[src/rtl/ram_dp_fifo_ctrl.sv]
// First-word-fall-through FIFO controller around a dual-port RAM (write on A, read on B).
// A two-entry output buffer hides the one-cycle RAM read latency so push/pop can run at full rate.
module ram_dp_fifo_ctrl #(
    parameter int Word_Width = 32,
    parameter int Addr_Width = 8
) (
    input  logic                  clk,
    input  logic                  rst_n,
    input  logic                  flush_i,
    input  logic                  in_valid_i,
    output logic                  in_ready_o,
    input  logic [Word_Width-1:0] in_data_i,
    output logic                  out_valid_o,
    input  logic                  out_ready_i,
    output logic [Word_Width-1:0] out_data_o,
    output logic [Addr_Width+1:0] usedw_o,
    output logic                  cena_o,
    output logic                  wena_o,
    output logic [Addr_Width-1:0] addra_o,
    output logic [Word_Width-1:0] dataa_o,
    output logic                  cenb_o,
    output logic                  wenb_o,
    output logic [Addr_Width-1:0] addrb_o,
    input  logic [Word_Width-1:0] datab_i
);

    localparam logic [Addr_Width:0] DEPTH_C = {1'b1, {Addr_Width{1'b0}}};

    logic [Addr_Width-1:0] wptr;
    logic [Addr_Width-1:0] rptr;
    logic [Addr_Width:0]   mem_cnt;
    logic                  rd_pend;
    logic [1:0]            buf_cnt;
    logic                  in_ready_q;
    logic [Addr_Width+1:0] usedw_q;
    logic [Word_Width-1:0] head;
    logic [Word_Width-1:0] tail;

    logic                  push;
    logic                  pop;
    logic                  rd_go;
    logic                  ret;
    logic [Addr_Width:0]   mem_cnt_nxt;
    logic [1:0]            buf_cnt_nxt;
    logic [1:0]            buf_left;

    // flush suppresses every handshake and RAM access in its cycle
    always_comb begin
        push        = in_valid_i & in_ready_q & ~flush_i;
        pop         = (buf_cnt != 2'd0) & out_ready_i & ~flush_i;
        ret         = rd_pend & ~flush_i;
        rd_go       = ~flush_i & (mem_cnt != '0) &
                      (({1'b0, buf_cnt} + {2'b00, rd_pend}) < (3'd2 + {2'b00, pop}));
        mem_cnt_nxt = mem_cnt + (Addr_Width+1)'(push) - (Addr_Width+1)'(rd_go);
        buf_cnt_nxt = buf_cnt + 2'(ret) - 2'(pop);
        buf_left    = buf_cnt - 2'(pop);
    end

    always_ff @(posedge clk or negedge rst_n) begin
        if (!rst_n) begin
            wptr       <= '0;
            rptr       <= '0;
            mem_cnt    <= '0;
            rd_pend    <= 1'b0;
            buf_cnt    <= 2'd0;
            in_ready_q <= 1'b1;
            usedw_q    <= '0;
        end else if (flush_i) begin
            wptr       <= '0;
            rptr       <= '0;
            mem_cnt    <= '0;
            rd_pend    <= 1'b0;
            buf_cnt    <= 2'd0;
            in_ready_q <= 1'b1;
            usedw_q    <= '0;
        end else begin
            wptr       <= wptr + Addr_Width'(push);
            rptr       <= rptr + Addr_Width'(rd_go);
            mem_cnt    <= mem_cnt_nxt;
            rd_pend    <= rd_go;
            buf_cnt    <= buf_cnt_nxt;
            in_ready_q <= (mem_cnt_nxt != DEPTH_C);
            usedw_q    <= {1'b0, mem_cnt_nxt} + (Addr_Width+2)'(rd_go) + (Addr_Width+2)'(buf_cnt_nxt);
        end
    end

    // Returning word lands in the head when the buffer is (or is becoming) empty; the later
    // nonblocking write to head wins over the tail shift in that case.
    always_ff @(posedge clk) begin
        if (pop)
            head <= tail;
        if (ret) begin
            if (buf_left == 2'd0)
                head <= datab_i;
            else
                tail <= datab_i;
        end
    end

    assign in_ready_o  = in_ready_q;
    assign usedw_o     = usedw_q;
    assign out_valid_o = (buf_cnt != 2'd0);
    assign out_data_o  = head;
    assign cena_o      = ~(push & rst_n);
    assign wena_o      = ~(push & rst_n);
    assign addra_o     = wptr;
    assign dataa_o     = in_data_i;
    assign cenb_o      = ~(rd_go & rst_n);
    assign wenb_o      = 1'b1;
    assign addrb_o     = rptr;

endmodule

[config.mk]
export PLATFORM = sky130hd
export DESIGN_NAME = ram_dp_fifo_ctrl
export DESIGN_NICKNAME = d
export VERILOG_FILES = /design/src/rtl/ram_dp_fifo_ctrl.sv
export SDC_FILE = /design/constraint.sdc
export NUM_CORES = 1
export LEC_CHECK = 0
export BUFFER_PORTS_ARGS = -buffer_cell sky130_fd_sc_hd__buf_2
export CAP_MARGIN = 20
export CORE_MARGIN = 3
export CORE_UTILIZATION = 54
export DETAILED_ROUTE_END_ITERATION = 8
export PLACE_DENSITY_LB_ADDON = 0.25
export SETUP_SLACK_MARGIN = 0.2
export SLEW_MARGIN = 20
export SYNTH_ARGS = -nofsm -noshare
export SYNTH_HDL_FRONTEND = slang
export SYNTH_SLANG_ARGS = --single-unit
[constraint.sdc]
create_clock -name clk -period 7.4 [get_ports clk]
set_clock_uncertainty 0.05 [all_clocks]
set_input_delay 1.85 -clock clk [delete_from_list [all_inputs] [get_ports clk]]
set_output_delay 1.85 -clock clk [all_outputs]
set_load 0.1 [all_outputs]
==> run_results.csv, run 1 <==
group,metric,value,unit
synthesis,yosys_register_bits,103,
hold_path,min_path_type,"flip-flop to flip-flop",
timing,tightest_slew,0.879,ns
global_routing,grt_overflow,0,
synthesis,synthesis.area,0.00470,mm²
detailed_routing,wirelength,8460,µm
status,outcome,"completed",
critical_path,cpMaxStageDelayCell,"a2111oi_2",
cts,cts_sinks,103,
floorplanning,dieArea,0.00986,mm²
cts,cts_resized,0,
detailed_routing,first_pass_iters,4,
timing,finalMaxSlewViolations,0,
final_layout,postLayoutCoreUtil,0.625,
run,maxCapViolCount,0,
synthesis,seq_area_frac_synth,0.549,
cts,cts_setup_buffers,0,
placement,gp_congestion,0.773,
critical_path,critPathCaptureType,"primary output",
floorplanning,ios,165,
placement,portBuffers,99,
cts,clockBufferDepth,2,
cts,clkTransAtPathRegs,0.09,ns
cts,cts_buffers,9,
synthesis,synth-main-ff-cell,"dfrtp_1",
floorplanning,start_util,0.563,
critical_path,worstPathCellList,"buf_2, nor3b_2, nand2b_1, a2111oi_2, nand2_1, buf_2",
global_routing,grt_max_degree,65,
timing,fin_crit_sh,0.750,
floorplanning,rows,33,
synthesis,synth_common_cells,"38 x dfrtp_1, 36 x nand2_1, 36 x nor2_1, 35 x buf_4, 35 x o21ai_0",
timing,max_freq,180,MHz
timing,setup_viol,0,
synthesis,synth_area_leaders,"edfxtp_1 20%, dfrtp_1 20%, dfxtp_1 14%",
cts,cts_tree,"built",
placement,dp_hpwl,5970,µm
cts,clkLatencyLatePin,0.36,ns
global_routing,track_usage,0.177,
synthesis,syn_area_per_cell,11.2,µm²
critical_path,critPathMaxFanout,42,
synthesis,async_flop_share,0.379,
final_layout,fin_nets,577,
floorplanning,fp.coreArea,0.00834,mm²
critical_path,cp_common_cell,"buf_2",
critical_path,cp-start-kind,"input port",
detailed_routing,vias,3018,
timing,max_slew_margin,0.414,
final_layout,multi_input_area,0.00174,mm²
synthesis,yosys_warnings,0,
synthesis,synth_enable_flop_cells,32,
critical_path,cp.required,5.50,ns
floorplanning,fp.dieW,99.3,µm
timing,grt_setup_unrepaired,"no",
global_routing,first_global_vias,3023,
synthesis,syn_inst,420,
global_routing,antenna_found_initial,0,
critical_path,cpPeakStageDelay,0.55,ns
final_layout,seq_area,0.00258,mm²
final_layout,diodes,0,
final_layout,syn_to_final_growth,11.0,%
synthesis,yosysUniqueCellTypes,45,
timing,whs,0.488,ns
timing,finalHoldViolCount,0,
critical_path,crit_arrival,3.65,ns
detailed_routing,viasPerCell,5.08,
global_routing,grt_pass1_wl,14100,µm
critical_path,path_class,"input port to primary output",
final_layout,drive_gt1_frac,0.256,
synthesis,synth.most_common_cell,"dfrtp_1",
detailed_routing,final_antenna_net_count,0,
placement,dpl_worst_slack,1.61,ns
cts,ctsHoldBuffers,0,
synthesis,synth_top_area_cell,"edfxtp_1",
timing,finalCriticalPeriod,5.55,ns
detailed_routing,drtIter0Drc,106,
cts,cts_max_level,3,
final_layout,fillerInstances,722,
detailed_routing,wire_per_inst,14.2,µm
synthesis,synthDominantCellAreaShare,0.205,
cts,clockRootBuffer,"clkbuf_8",
timing,worst_slack,1.85,ns
timing,fin_tns_setup,0,ns
detailed_routing,drc_errors,0,
floorplanning,die_y,99.3,µm
synthesis,syn_nets,513,
[path summary, 6_finish.rpt]
path	from	end	slack, ns	depth (start not counted)
worst max-delay path	flush_i	cenb_o	1.85	6
worst min-delay path	out_data_o[0]	out_data_o[0]	0.49	2
max in group asynchronous	rst_n	buf_cnt[0]	5.18	1
worst min register to register	out_data_o[0]	out_data_o[0]	0.49	2
worst max register to register	buf_cnt[1]	usedw_o[8]	3.34	15
min in group asynchronous	rst_n	addrb_o[5]	1.54	1
[routing by layer]
metal / global-route usage / part of all wire / up-vias
met5: 0 / 0 / -
met4: 0.0735 / 0.026 / 0
met3: 0.0526 / 0.070 / 30
met2: 0.275 / 0.45 / 86
met1: 0.233 / 0.45 / 1383
li1: - / - / 1519
[per-stage QoR]
stage	cells	cell area (µm²)
floorplan	420	4700
global placement	578	5030
detailed placement	578	5030
CTS	594	5210
global route	594	5210
finish	594	5210
[critical path, delay by kind of cell]
| family | cells | cell delay (ns) |
|---|---|---|
| simple gates | 3 | 0.55 |
| buf+inv | 2 | 0.67 |
| compound gates | 1 | 0.55 |
[cells in the final DEF (no fill, tap or decap), drive strengths merged, types with 3 or more instances in the layout]
cell | netlist | routed
ha | 21 | 21
xor2 | 13 | 13
nand2b | 3 | 3
xnor2 | 15 | 15
nor3 | 5 | 5
o21ai | 35 | 35
buf | 40 | 101
and3 | 5 | 5
nor2 | 36 | 36
dfrtp | 38 | 38
dfxtp | 32 | 32
edfxtp | 32 | 32
inv | 20 | 24
nand3 | 9 | 9
nor2b | 7 | 7
clkbuf | 8 | 10
fa | 3 | 3
a21oi | 5 | 5
nand2 | 36 | 36
mux2i | 32 | 32
[registers in the layout (all words and copies together), names as in the netlist]
register	cells
rd_pend	1
buf_cnt	2
addra_o	8
tail	32
mem_cnt	9
in_ready_o	1
usedw_o	10
out_data_o	32
addrb_o	8
[cell families after synthesis]
kind of cell | after synthesis | synth area share
compound gates | 52 | 0.0655
xor+xnor | 28 | 0.0522
fa+ha+maj | 24 | 0.0687
buf+inv | 68 | 0.0834
flops | 103 | 0.549
mux | 33 | 0.0706
other cells | 1 | 0.000798
simple gates | 111 | 0.110
[final cells by class]
type                    count  share of cell area
inverters                  20              0.0144
repair buffers            101              0.0979
multi-input cells         249               0.334
well taps                 105              0.0252
flip-flops and latches    103               0.495
clock buffers              10              0.0245
clock inverters             6             0.00984
Power of run 1 is left out: the tool's default activity adds up to more than one toggle a clock period on the data nets, which glitch-free logic cannot reach.
==> inputs of run 2 (changes only) <==
CORE_UTILIZATION = 45   (was 54)
clock period = 5.1 ns   (was 7.4 ns; I/O delays follow)
==> run 2 against run 1 <==
  * Non-clock buffer count rose by 4
  * Design area grew 1.4%
  * Register-to-register slack got worse by 2.3 ns
  * Utilization decreased by 9.4 points
  * Clock-buffer cell count fell by 1
  * Die area up 19%
  * Critical endpoint is now usedw_o[8]
  * Flip-flop and latch count unchanged
  * Via count increased by 2.0%
  * Routed wire length rose by 7.8%
  * Final cell count grew 5.4%
  * Hold slack lost 0.0053 ns
==> run_results.csv, run 2 (same netlist as run 1, synthesis figures left out) <==
group,metric,value,unit
global_routing,track_usage,0.159,
detailed_routing,drc_errors,0,
final_layout,finalNonFillerCells,626,
detailed_routing,vias,3077,
critical_path,cpPeakStageDelay,0.55,ns
floorplanning,die_y,108,µm
floorplanning,dieArea,0.0117,mm²
cts,ctsHoldBuffers,0,
floorplanning,ios,165,
timing,finalMaxSlewViolations,0,
floorplanning,fp.coreArea,0.00995,mm²
cts,clkLatencyLatePin,0.36,ns
cts,cts_setup_buffers,0,
global_routing,first_global_vias,3046,
timing,whs,0.482,ns
timing,tightest_slew,0.902,ns
cts,cts_max_level,3,
global_routing,grt_overflow,0,
hold_path,min_path_type,"flip-flop to flip-flop",
detailed_routing,drtIter0Drc,164,
critical_path,cp.required,5.29,ns
placement,gp_congestion,0.898,
floorplanning,fp.dieW,108,µm
detailed_routing,first_pass_iters,4,
critical_path,worstPathCellList,"buf_2, nor3b_2, nand2b_1, a2111oi_2, ha_1, inv_1, ha_1, fa_1, inv_1, fa_1, nor2_1, nand2_1, or3_4, nor4_1, nor3_1",
timing,finalHoldViolCount,0,
timing,max_slew_margin,0.398,
final_layout,final_cell_mix,"99 x buf_2, 38 x dfrtp_1, 36 x nand2_1, 36 x nor2_1, 35 x o21ai_0",
detailed_routing,final_antenna_net_count,0,
detailed_routing,wire_per_inst,14.6,µm
timing,fin_crit_sh,0.881,
timing,finalCriticalPeriod,4.49,ns
cts,clkTransAtPathRegs,0.11,ns
cts,cts_resized,0,
placement,portBuffers,99,
critical_path,critPathCaptureType,"flip-flop",
placement,placed_cells,610,
cts,clockBufferDepth,2,
final_layout,fillerInstances,888,
timing,grt_setup_unrepaired,"no",
final_layout,postLayoutCoreUtil,0.531,
timing,setup_viol,0,
status,outcome,"completed",
final_layout,diodes,0,
detailed_routing,viasPerCell,4.92,
run,maxCapViolCount,0,
cts,clockRootBuffer,"clkbuf_8",
final_layout,fin_nets,581,
critical_path,crit_arrival,4.68,ns
cts,cts_tree,"built",
global_routing,grt_max_degree,65,
final_layout,final_common_cell,"buf_2",
timing,max_freq,223,MHz
floorplanning,start_util,0.472,
detailed_routing,wirelength,9130,µm
timing,fin_tns_setup,0,ns
floorplanning,rows,36,
critical_path,path_class,"input port to flip-flop",
final_layout,drive_gt1_frac,0.262,
placement,dp_hpwl,6520,µm
critical_path,cpMaxStageDelayCell,"fa_1",
global_routing,antenna_found_initial,0,
cts,cts_buffers,9,
cts,cts_sinks,103,
critical_path,critPathMaxFanout,3,
critical_path,cp-start-kind,"input port",
global_routing,grt_pass1_wl,14700,µm
final_layout,syn_to_final_growth,12.5,%
-- run 2: cell count changes in the layout (fill, tap and decap cells not counted) --
cell / before / now
inv_4: 1 / 0
clkbuf_1: 1 / 0
inv_8: 2 / 1
buf_4: 2 / 6
clkinv_8: 0 / 1
inv_6: 1 / 2
clkinv_1: 0 / 1
-- run 2: final cells by class --
class | count | area [µm²] | share of cell area
inverters | 20 | 75.1 | 0.0142
clock buffers | 9 | 124 | 0.0234
clock inverters | 7 | 62.6 | 0.0118
well taps | 133 | 166 | 0.0315
multi-input cells | 249 | 1740 | 0.329
flip-flops and latches | 103 | 2580 | 0.488
repair buffers | 105 | 541 | 0.102
-- run 2: path summary, 6_finish.rpt --
path | start | to | slack (ns) | cells past startpoint
min in group asynchronous | rst_n | addrb_o[5] | 0.81 | 1
setup / recovery | flush_i | usedw_o[8] | 0.61 | 15
hold reg to reg | tail[31] | out_data_o[31] | 0.48 | 2
max in group asynchronous | rst_n | in_ready_o | 3.49 | 2
setup reg to reg | buf_cnt[1] | usedw_o[8] | 1.07 | 15
hold / removal | tail[31] | out_data_o[31] | 0.48 | 2
-- run 2: per-stage QoR --
| step | cell area [µm²] | worst slack, ns |
|---|---|---|
| after floorplan | 4700 | 0.465 |
| after global placement | 5100 | 0.469 |
| after detailed placement | 5100 | 0.254 |
| after CTS | 5290 | 0.592 |
| after global routing | 5290 | 0.427 |
| final | 5290 | 0.606 |
-- run 2: per-layer routing --
metal	up-vias	track usage	share of wire
li1	1532	-	-
met5	-	0	0
met1	1421	0.210	0.45
met3	33	0.0466	0.069
met4	0	0.0703	0.033
met2	91	0.243	0.45
-- run 2: critical path, delay by kind of cell --
kind | cells | cell delay, ns
adders and majority gates | 4 | 1.43
and+or+nand+nor | 7 | 1.23
AOI/OAI and AO/OA | 1 | 0.49
buffers and inverters | 3 | 0.26
Power of run 2 is left out for the same reason.
